[src/rtl/pipe_ctrl_pkg.sv]
// Shared types and constants for the pipeline stall controller.
package pipe_ctrl_pkg;

  // Default width of the multi-cycle mul/div occupancy count.
  localparam int MD_CNT_W_DEFAULT = 6;

  // Controller states:
  //   RUN     - pipeline flowing; single-cycle hazards are handled here
  //   LSTALL  - second bubble cycle of a load feeding a branch/jump in ID
  //   MD_WAIT - mul/div still occupying EX; front end frozen
  typedef enum logic [1:0] {
    RUN     = 2'd0,
    LSTALL  = 2'd1,
    MD_WAIT = 2'd2
  } stall_state_t;

endpackage

[src/rtl/pipe_stall_ctrl_sat_counter32.sv]
// Enable-driven 32-bit counter that holds at all-ones instead of wrapping.
// Only compiled when STALL_PERF_CNT_EN is defined, since that is the only
// build that instantiates it.
`ifdef STALL_PERF_CNT_EN
module sat_counter32 (
  input  logic        clk,
  input  logic        reset,
  input  logic        i_en,
  output logic [31:0] o_count
);

  logic [31:0] r_count;

  // Count enabled cycles, sticking at the maximum value.
  always_ff @(posedge clk or posedge reset) begin
    if (reset) begin
      r_count <= '0;
    end else if (i_en && (r_count != 32'hFFFF_FFFF)) begin
      r_count <= r_count + 32'd1;
    end
  end

  assign o_count = r_count;

endmodule
`endif

[src/rtl/pipe_stall_ctrl.sv]
// Pipeline stall/flush controller: load-use and load-branch bubbles,
// mul/div EX occupancy, and IF squash on ID-resolved redirects.
// Optional performance counters are built when STALL_PERF_CNT_EN is defined.
module pipe_stall_ctrl
  import pipe_ctrl_pkg::*;
#(
  parameter int MD_CNT_W = MD_CNT_W_DEFAULT
) (
  input  logic                clk,
  input  logic                reset,
  input  logic                load_use,
  input  logic                load_branch,
  input  logic                redirect,
  input  logic                md_start,
  input  logic [MD_CNT_W-1:0] md_cycles,
  output logic                pc_write,
  output logic                ifid_write,
  output logic                idex_write,
  output logic                ifid_flush,
  output logic                idex_flush,
  output logic                exmem_flush,
  output logic                busy
`ifdef STALL_PERF_CNT_EN
  ,
  output logic [31:0]         stall_cycles,
  output logic [31:0]         flush_count
`endif
);

  stall_state_t        r_state;
  stall_state_t        w_state_nxt;
  logic [MD_CNT_W-1:0] r_md_cnt;
  logic [MD_CNT_W-1:0] w_md_cnt_nxt;

  // State and mul/div countdown registers.
  always_ff @(posedge clk or posedge reset) begin
    if (reset) begin
      r_state  <= RUN;
      r_md_cnt <= '0;
    end else begin
      r_state  <= w_state_nxt;
      r_md_cnt <= w_md_cnt_nxt;
    end
  end

  // Next state and stage controls; reset holds the RUN defaults on the outputs.
  // The md_start cycle is the first stall cycle, so MD_WAIT lasts until the
  // countdown would reach zero, giving md_cycles-1 stall cycles for md_cycles>=3.
  always_comb begin
    w_state_nxt  = r_state;
    w_md_cnt_nxt = r_md_cnt;
    pc_write     = 1'b1;
    ifid_write   = 1'b1;
    idex_write   = 1'b1;
    ifid_flush   = 1'b0;
    idex_flush   = 1'b0;
    exmem_flush  = 1'b0;
    if (!reset) begin
      case (r_state)
        RUN: begin
          if (md_start && (md_cycles >= MD_CNT_W'(2))) begin
            pc_write     = 1'b0;
            ifid_write   = 1'b0;
            idex_write   = 1'b0;
            exmem_flush  = 1'b1;
            w_md_cnt_nxt = md_cycles - MD_CNT_W'(2);
            w_state_nxt  = MD_WAIT;
          end else if (load_branch) begin
            pc_write    = 1'b0;
            ifid_write  = 1'b0;
            idex_flush  = 1'b1;
            w_state_nxt = LSTALL;
          end else if (load_use) begin
            pc_write   = 1'b0;
            ifid_write = 1'b0;
            idex_flush = 1'b1;
          end else if (redirect) begin
            ifid_flush = 1'b1;
          end
        end
        LSTALL: begin
          pc_write    = 1'b0;
          ifid_write  = 1'b0;
          idex_flush  = 1'b1;
          w_state_nxt = RUN;
        end
        MD_WAIT: begin
          pc_write     = 1'b0;
          ifid_write   = 1'b0;
          idex_write   = 1'b0;
          exmem_flush  = 1'b1;
          w_md_cnt_nxt = (r_md_cnt == '0) ? '0 : r_md_cnt - MD_CNT_W'(1);
          if (w_md_cnt_nxt == '0) begin
            w_state_nxt = RUN;
          end
        end
        default: begin
          w_state_nxt  = RUN;
          w_md_cnt_nxt = '0;
        end
      endcase
    end
  end

  assign busy = (r_state != RUN);

`ifdef STALL_PERF_CNT_EN
  sat_counter32 u_stall_cnt (
    .clk     (clk),
    .reset   (reset),
    .i_en    (!pc_write),
    .o_count (stall_cycles)
  );

  sat_counter32 u_flush_cnt (
    .clk     (clk),
    .reset   (reset),
    .i_en    (ifid_flush),
    .o_count (flush_count)
  );
`endif

endmodule

[config.mk]
export PLATFORM = sky130hd
export DESIGN_NAME = pipe_stall_ctrl
export DESIGN_NICKNAME = d
export VERILOG_FILES = /design/src/rtl/pipe_ctrl_pkg.sv /design/src/rtl/pipe_stall_ctrl_sat_counter32.sv /design/src/rtl/pipe_stall_ctrl.sv
export SDC_FILE = /design/constraint.sdc
export NUM_CORES = 1
export LEC_CHECK = 0
export CAP_MARGIN = 10
export CORE_UTILIZATION = 50
export DETAILED_ROUTE_END_ITERATION = 16
export DONT_BUFFER_PORTS = 1
export SETUP_SLACK_MARGIN = 0.5
export SKIP_LAST_GASP = 1
export SYNTH_ARGS = -nofsm -noshare
export SYNTH_HDL_FRONTEND = slang
export SYNTH_HIERARCHICAL = 1
export SYNTH_SLANG_ARGS = --single-unit
[constraint.sdc]
create_clock -name clk -period 6.1 [get_ports clk]
set_input_delay 1.83 -clock clk [delete_from_list [all_inputs] [get_ports clk]]
set_output_delay 1.83 -clock clk [all_outputs]
set_load 0.03 [all_outputs]
==> results of run 1 <==
registers in the layout, indices dropped and copies added (netlist names):
signal	cells
r_state	2
r_md_cnt	6
layout make-up:
cell class	count	area [µm²]
clock buffer	3	22.52
fill	137	550.5
inverter	12	45.04
multi-input combinational	67	481.7
sequential	8	200.2
tap	15	18.77
timing repair buffer	2	15.01
synthesized netlist by cell type (all sizes together) (2+ instances only):
cell	count	area, µm²
nor2	8	30.03
xor2	3	26.28
ha	6	75.07
nor3	3	15.01
inv	12	45.04
o32ai	2	17.52
nand3	2	10.01
or3	3	23.77
dfrtp	8	200.2
o21ai	7	38.78
a22o	2	17.52
xnor2	2	17.52
a21oi	5	25.02
buf	2	12.51
nand2	9	33.78
how the worst max path moves through the flow:
stage	slack, ps	cells past startpoint	end
after floorplan	640	4	ifid_flush
after global placement	970	4	pc_write
after detailed placement	920	4	pc_write
after CTS	930	4	pc_write
after global routing	820	4	ifid_write
final	960	4	ifid_write
logic make-up after synthesis:
family,Yosys count,synth area share [%]
AOI/OAI and AO/OA,25,27.11
xor gates and xnor gates,5,5.893
adders and majority gates,6,10.10
buffers and inverters,15,8.248
DFF,8,26.94
and+or+nand+nor,31,21.72
metal layers:
layer	GRT usage (%)	vias to the layer above
li1	-	324
met1	33.66	315
met2	34.13	13
met3	3.333	4
met4	12.50	0
met5	0	-
worst max-delay path, delay by kind of cell:
family | cells | cell delay (ps)
AND/OR/NAND/NOR | 2 | 560
AO/OA/AOI/OAI | 2 | 920
power groups by stage:
stage          clock (W)  sequential, W  combinational (W)
4_1_cts        0.0000454       0.000107           0.000242
5_1_grt        0.0000466       0.000112           0.000270
3_5_place_dp           0       0.000108           0.000240
2_1_floorplan          0      0.0000994           0.000208
6_report       0.0000444       0.000108           0.000242
3_3_place_gp           0       0.000108           0.000240
per-stage QoR:
step	hold slack, ps	total power (W)	utilization, %	worst slack, ps	instance area [µm²]
floorplan	496.4	0.0003072	-	644.7	743.2
global placement	535.0	0.0003478	57.04	969.1	760.7
detailed placement	550.6	0.0003476	57.04	921.9	760.7
CTS	565.5	0.0003944	58.72	927.0	783.3
global route	595.0	0.0004287	58.72	824.0	783.3
finish	572.2	0.0003944	58.72	957.7	783.3
==> flow_summary.yaml, run 1 <==
floorplan:
  rows: 13
  die_w_um: 40.56
  start_util_pct: 55.72
  die-area_um2: 1645
  io_pins: 19
  die_h_um: 40.56
  core-area_um2: 1334
detailed_routing:
  met1_length_um: 871
  routed.top_layer: "met4"
  drt_wl_total_mm: 1.690
  drc: 0
  vias: 656
  viasPerCell: 6.131
  dr.pass1.iters: 4
  first_iter_violations: 19
  wl_met3_um: 45
  ant_nets: 0
  routedWlPerCell_um: 15.79
  met2_length_um: 750
place:
  hpwl_mm: 1.255
  placed_cells: 104
  io_buffers: 0
  place_congestion: 0.8399
grt:
  grt_antenna_before_repair: 0
  grt.total_usage_pct: 23.78
  overflow: 0
  grt_pass1_wl_mm: 2.532
  grt_pass1_vias: 562
  grt_max_degree: 13
cts:
  postCtsSetupBuffers: 0
  postCtsHoldBufs: 0
  ctsResizeCount: 0
  clkLatencyLatePin_ps: 260
  clk_pin_slew_ps: 70
  cts_tree: "done"
  clk_path_buf_depth: 2
  h-tree-depth: 1
  clockRootBuffer: "clkbuf_4"
  clock-sinks: 8
  numCtsBuffers: 3
layout:
  drive_gt1_share_pct: 16.30
  final_nets: 112
  layout_common_cells: "inv_1 (12), nand2_1 (9), nor2_1 (8), dfrtp_1 (8), ha_1 (6)"
  fin_cells: 107
  final_common_cell: "inv_1"
  synthToLayoutAreaGrowth_pct: 5.387
  diodes: 0
power_and_ir_drop:
  seq_power_share_pct: 27.4
  power.leakage_nw: 0.3370
  power.density_nw_per_um2: 503.5
  ir_drop_mv: 0.2008
  netSwitchingFraction_pct: 52.17
  p_int_w: 0.0001886
  power_switching_w: 0.0002058
  p_clk_share_pct: 11.3
  comb_power_share_pct: 61.3
timing:
  finalCriticalPeriod_ps: 5142
  fin_setup_tns_ps: 0
  drv_slew: 0
  setup_violations: 0
  worstMarginPinSlew_ps: 1222
  hold_viol: 0
  rsz0062_at_grt: "no"
  finalCritPeriodShare_pct: 84.30
  fmax_mhz: 194.5
  max-slew-margin-rel_pct: 18.21
  clock_skew_ps: 9.124
yosys:
  synth_sequential_area_ratio_pct: 26.94
  yosys_warnings: 6
  ys_seq_elements: 8
  synth-edff-count: 0
  avgSynthCellArea_um2: 8.258
  synthCells: 90
  ys_types: 35
  synth-async-reset-ratio_pct: 100.0
  netlist_area_um2: 743.2
  syn-num-nets: 108
  synth_ff_type: "dfrtp_1"
critical_path:
  cpMaxStageDelayCell: "o211ai_1"
  cp_slowest_stage_delay_ps: 560
  critPathLaunch: "md_cycles[2]"
  worstPathMaxFanout: 5
  r2r_cells: 7
  regToRegSetupSlack_ps: 3920
  r2r_end: "r_state[1]"
  critPathKind: "in2out"
  cp_cell_sequence: "or3_1, o31ai_2, nand3_1, o211ai_1"
  crit_required_ps: 4270
  endpoint_kind: "output pin"
  start_kind: "primary input"
  cp.arrival_ps: 3310
  r2r_start: "r_state[0]"
flow_run:
  drv_cap: 0
worst_hold_path:
  min_from: "r_md_cnt[4]"
  min_to: "r_md_cnt[4]"
  hp-class: "reg2reg"
  hold_path_depth: 1
run_status:
  outcome: "finished clean"
Power figures use the tool's default switching activity.
==> inputs of run 2 (changes only) <==
--- a/config.mk
+++ b/config.mk
@@ -9,6 +9,7 @@
 export CORE_UTILIZATION = 50
 export DETAILED_ROUTE_END_ITERATION = 16
 export DONT_BUFFER_PORTS = 1
+export PLACE_DENSITY = 0.68
 export SETUP_SLACK_MARGIN = 0.5
 export SKIP_LAST_GASP = 1
 export SYNTH_ARGS = -nofsm -noshare
==> constraint.sdc (replaced) <==
create_clock -name clk -period 4.2 [get_ports clk]
set_input_delay 1.26 -clock clk [delete_from_list [all_inputs] [get_ports clk]]
set_output_delay 1.26 -clock clk [all_outputs]
set_load 0.03 [all_outputs]
==> flow_summary.yaml, run 2 (same netlist as run 1, synthesis figures left out) <==
run_status:
  outcome: "finished clean"
critical_path:
  worstPathMaxFanout: 3
  cp.arrival_ps: 2450
  start_kind: "primary input"
  endpoint_kind: "output pin"
  crit_required_ps: 2940
  critPathKind: "in2out"
place:
  hpwl_mm: 1.240
  placed_cells: 105
  io_buffers: 0
  place_congestion: 0.8522
timing:
  hold_viol: 0
  fin_setup_tns_ps: 0
  setup_violations: 0
  clock_skew_ps: 7.952
  rsz0062_at_grt: "yes"
  max-slew-margin-rel_pct: 65.21
  fmax_mhz: 269.8
  worstMarginPinSlew_ps: 517.9
  whs_ps: 558.2
  finalCritPeriodShare_pct: 88.25
  finalCriticalPeriod_ps: 3707
  drv_slew: 0
layout:
  largestRegisters: "r_md_cnt (6), r_state (2)"
  final_common_cell: "inv_1"
  synthToLayoutAreaGrowth_pct: 16.33
  largest_register_ff_count: 6
  final_util_pct: 64.82
  diodes: 0
  final_nets: 117
  top_register: "r_md_cnt"
  layout_common_cells: "inv_1 (12), dfrtp_1 (8), nand2_1 (7), nor2_1 (7)"
  fin_cells: 112
  drive_gt1_share_pct: 26.80
detailed_routing:
  first_iter_violations: 8
  ant_nets: 0
  routed.top_layer: "met4"
  wl_met3_um: 71
  met2_length_um: 724
  dr.pass1.iters: 4
  viasPerCell: 5.777
  drt_wl_total_mm: 1.629
  drc: 0
  met1_length_um: 793
  vias: 647
  routedWlPerCell_um: 14.54
grt:
  grt_max_degree: 13
  overflow: 0
  grt_pass1_vias: 573
  grt.total_usage_pct: 24.13
  grt_antenna_before_repair: 0
  grt_pass1_wl_mm: 2.373
cts:
  cts_tree: "done"
  clk_pin_slew_ps: 50
  clock-sinks: 8
  h-tree-depth: 1
  clk_path_buf_depth: 2
  postCtsHoldBufs: 0
  clockRootBuffer: "clkbuf_4"
  clkLatencyLatePin_ps: 260
  numCtsBuffers: 3
power_and_ir_drop:
  power.leakage_nw: 0.3665
  ir_drop_mv: 0.3491
  power.density_nw_per_um2: 699.8
  total_power_w: 0.0006050
floorplan:
  die-area_um2: 1645
  start_util_pct: 55.72
  rows: 13
  die_h_um: 40.56
  io_pins: 19
  core-area_um2: 1334
  die_w_um: 40.56
flow_run:
  drv_cap: 0
worst_hold_path:
  hp-class: "reg2reg"
==> run 2: layout make-up <==
type,count,area (µm²)
Fill cell,124,469.2
Sequential cell,8,200.2
Clock buffer,3,22.52
Tap cell,15,18.77
Timing Repair Buffer,7,56.30
Inverter,12,45.04
Multi-Input combinational cell,67,521.8
==> run 2: metal layers <==
metal	global-route usage, %	vias up
met2	36.11	16
met3	6.667	4
li1	-	331
met1	29.31	296
met5	0	-
met4	17.50	0
==> run 2: what timing repair did <==
item,CTS,global route
gates resized for setup,2,2
endpoints found under the setup margin,2,6
pin swaps,3,1
cloned,0,0
hold endpoints to repair,0,0
buffers inserted,3,1
==> run 2: power breakdown <==
part	internal, W	switching [W]
registers	0.000112	0.0000438
logic	0.000157	0.000233
clock network	0.0000327	0.0000269
==> run 2: through the flow <==
stage          setup WS, ps  area, µm²
2_1_floorplan         316.5      774.5
3_3_place_gp          359.8      799.5
3_5_place_dp          301.7      799.5
4_1_cts               417.6      849.6
5_1_grt               431.7      864.6
6_report              493.4      864.6
==> run 2: worst max-delay path: stages <==
cell     delay, ps
or3_4          380
o31ai_4        210
nand2_2        110
nor4_4         480
==> run 2: path summary, 6_finish.rpt <==
kind,cells past startpoint,from,slack [ps],to
hold reg to reg,1,r_md_cnt[4],560,r_md_cnt[4]
max in group asynchronous,1,reset,3010,r_md_cnt[4]
setup / recovery,4,md_cycles[3],490,ifid_flush
hold / removal,1,r_md_cnt[4],560,r_md_cnt[4]
setup reg to reg,7,r_md_cnt[0],2120,r_state[0]
min in group asynchronous,1,reset,880,r_md_cnt[0]
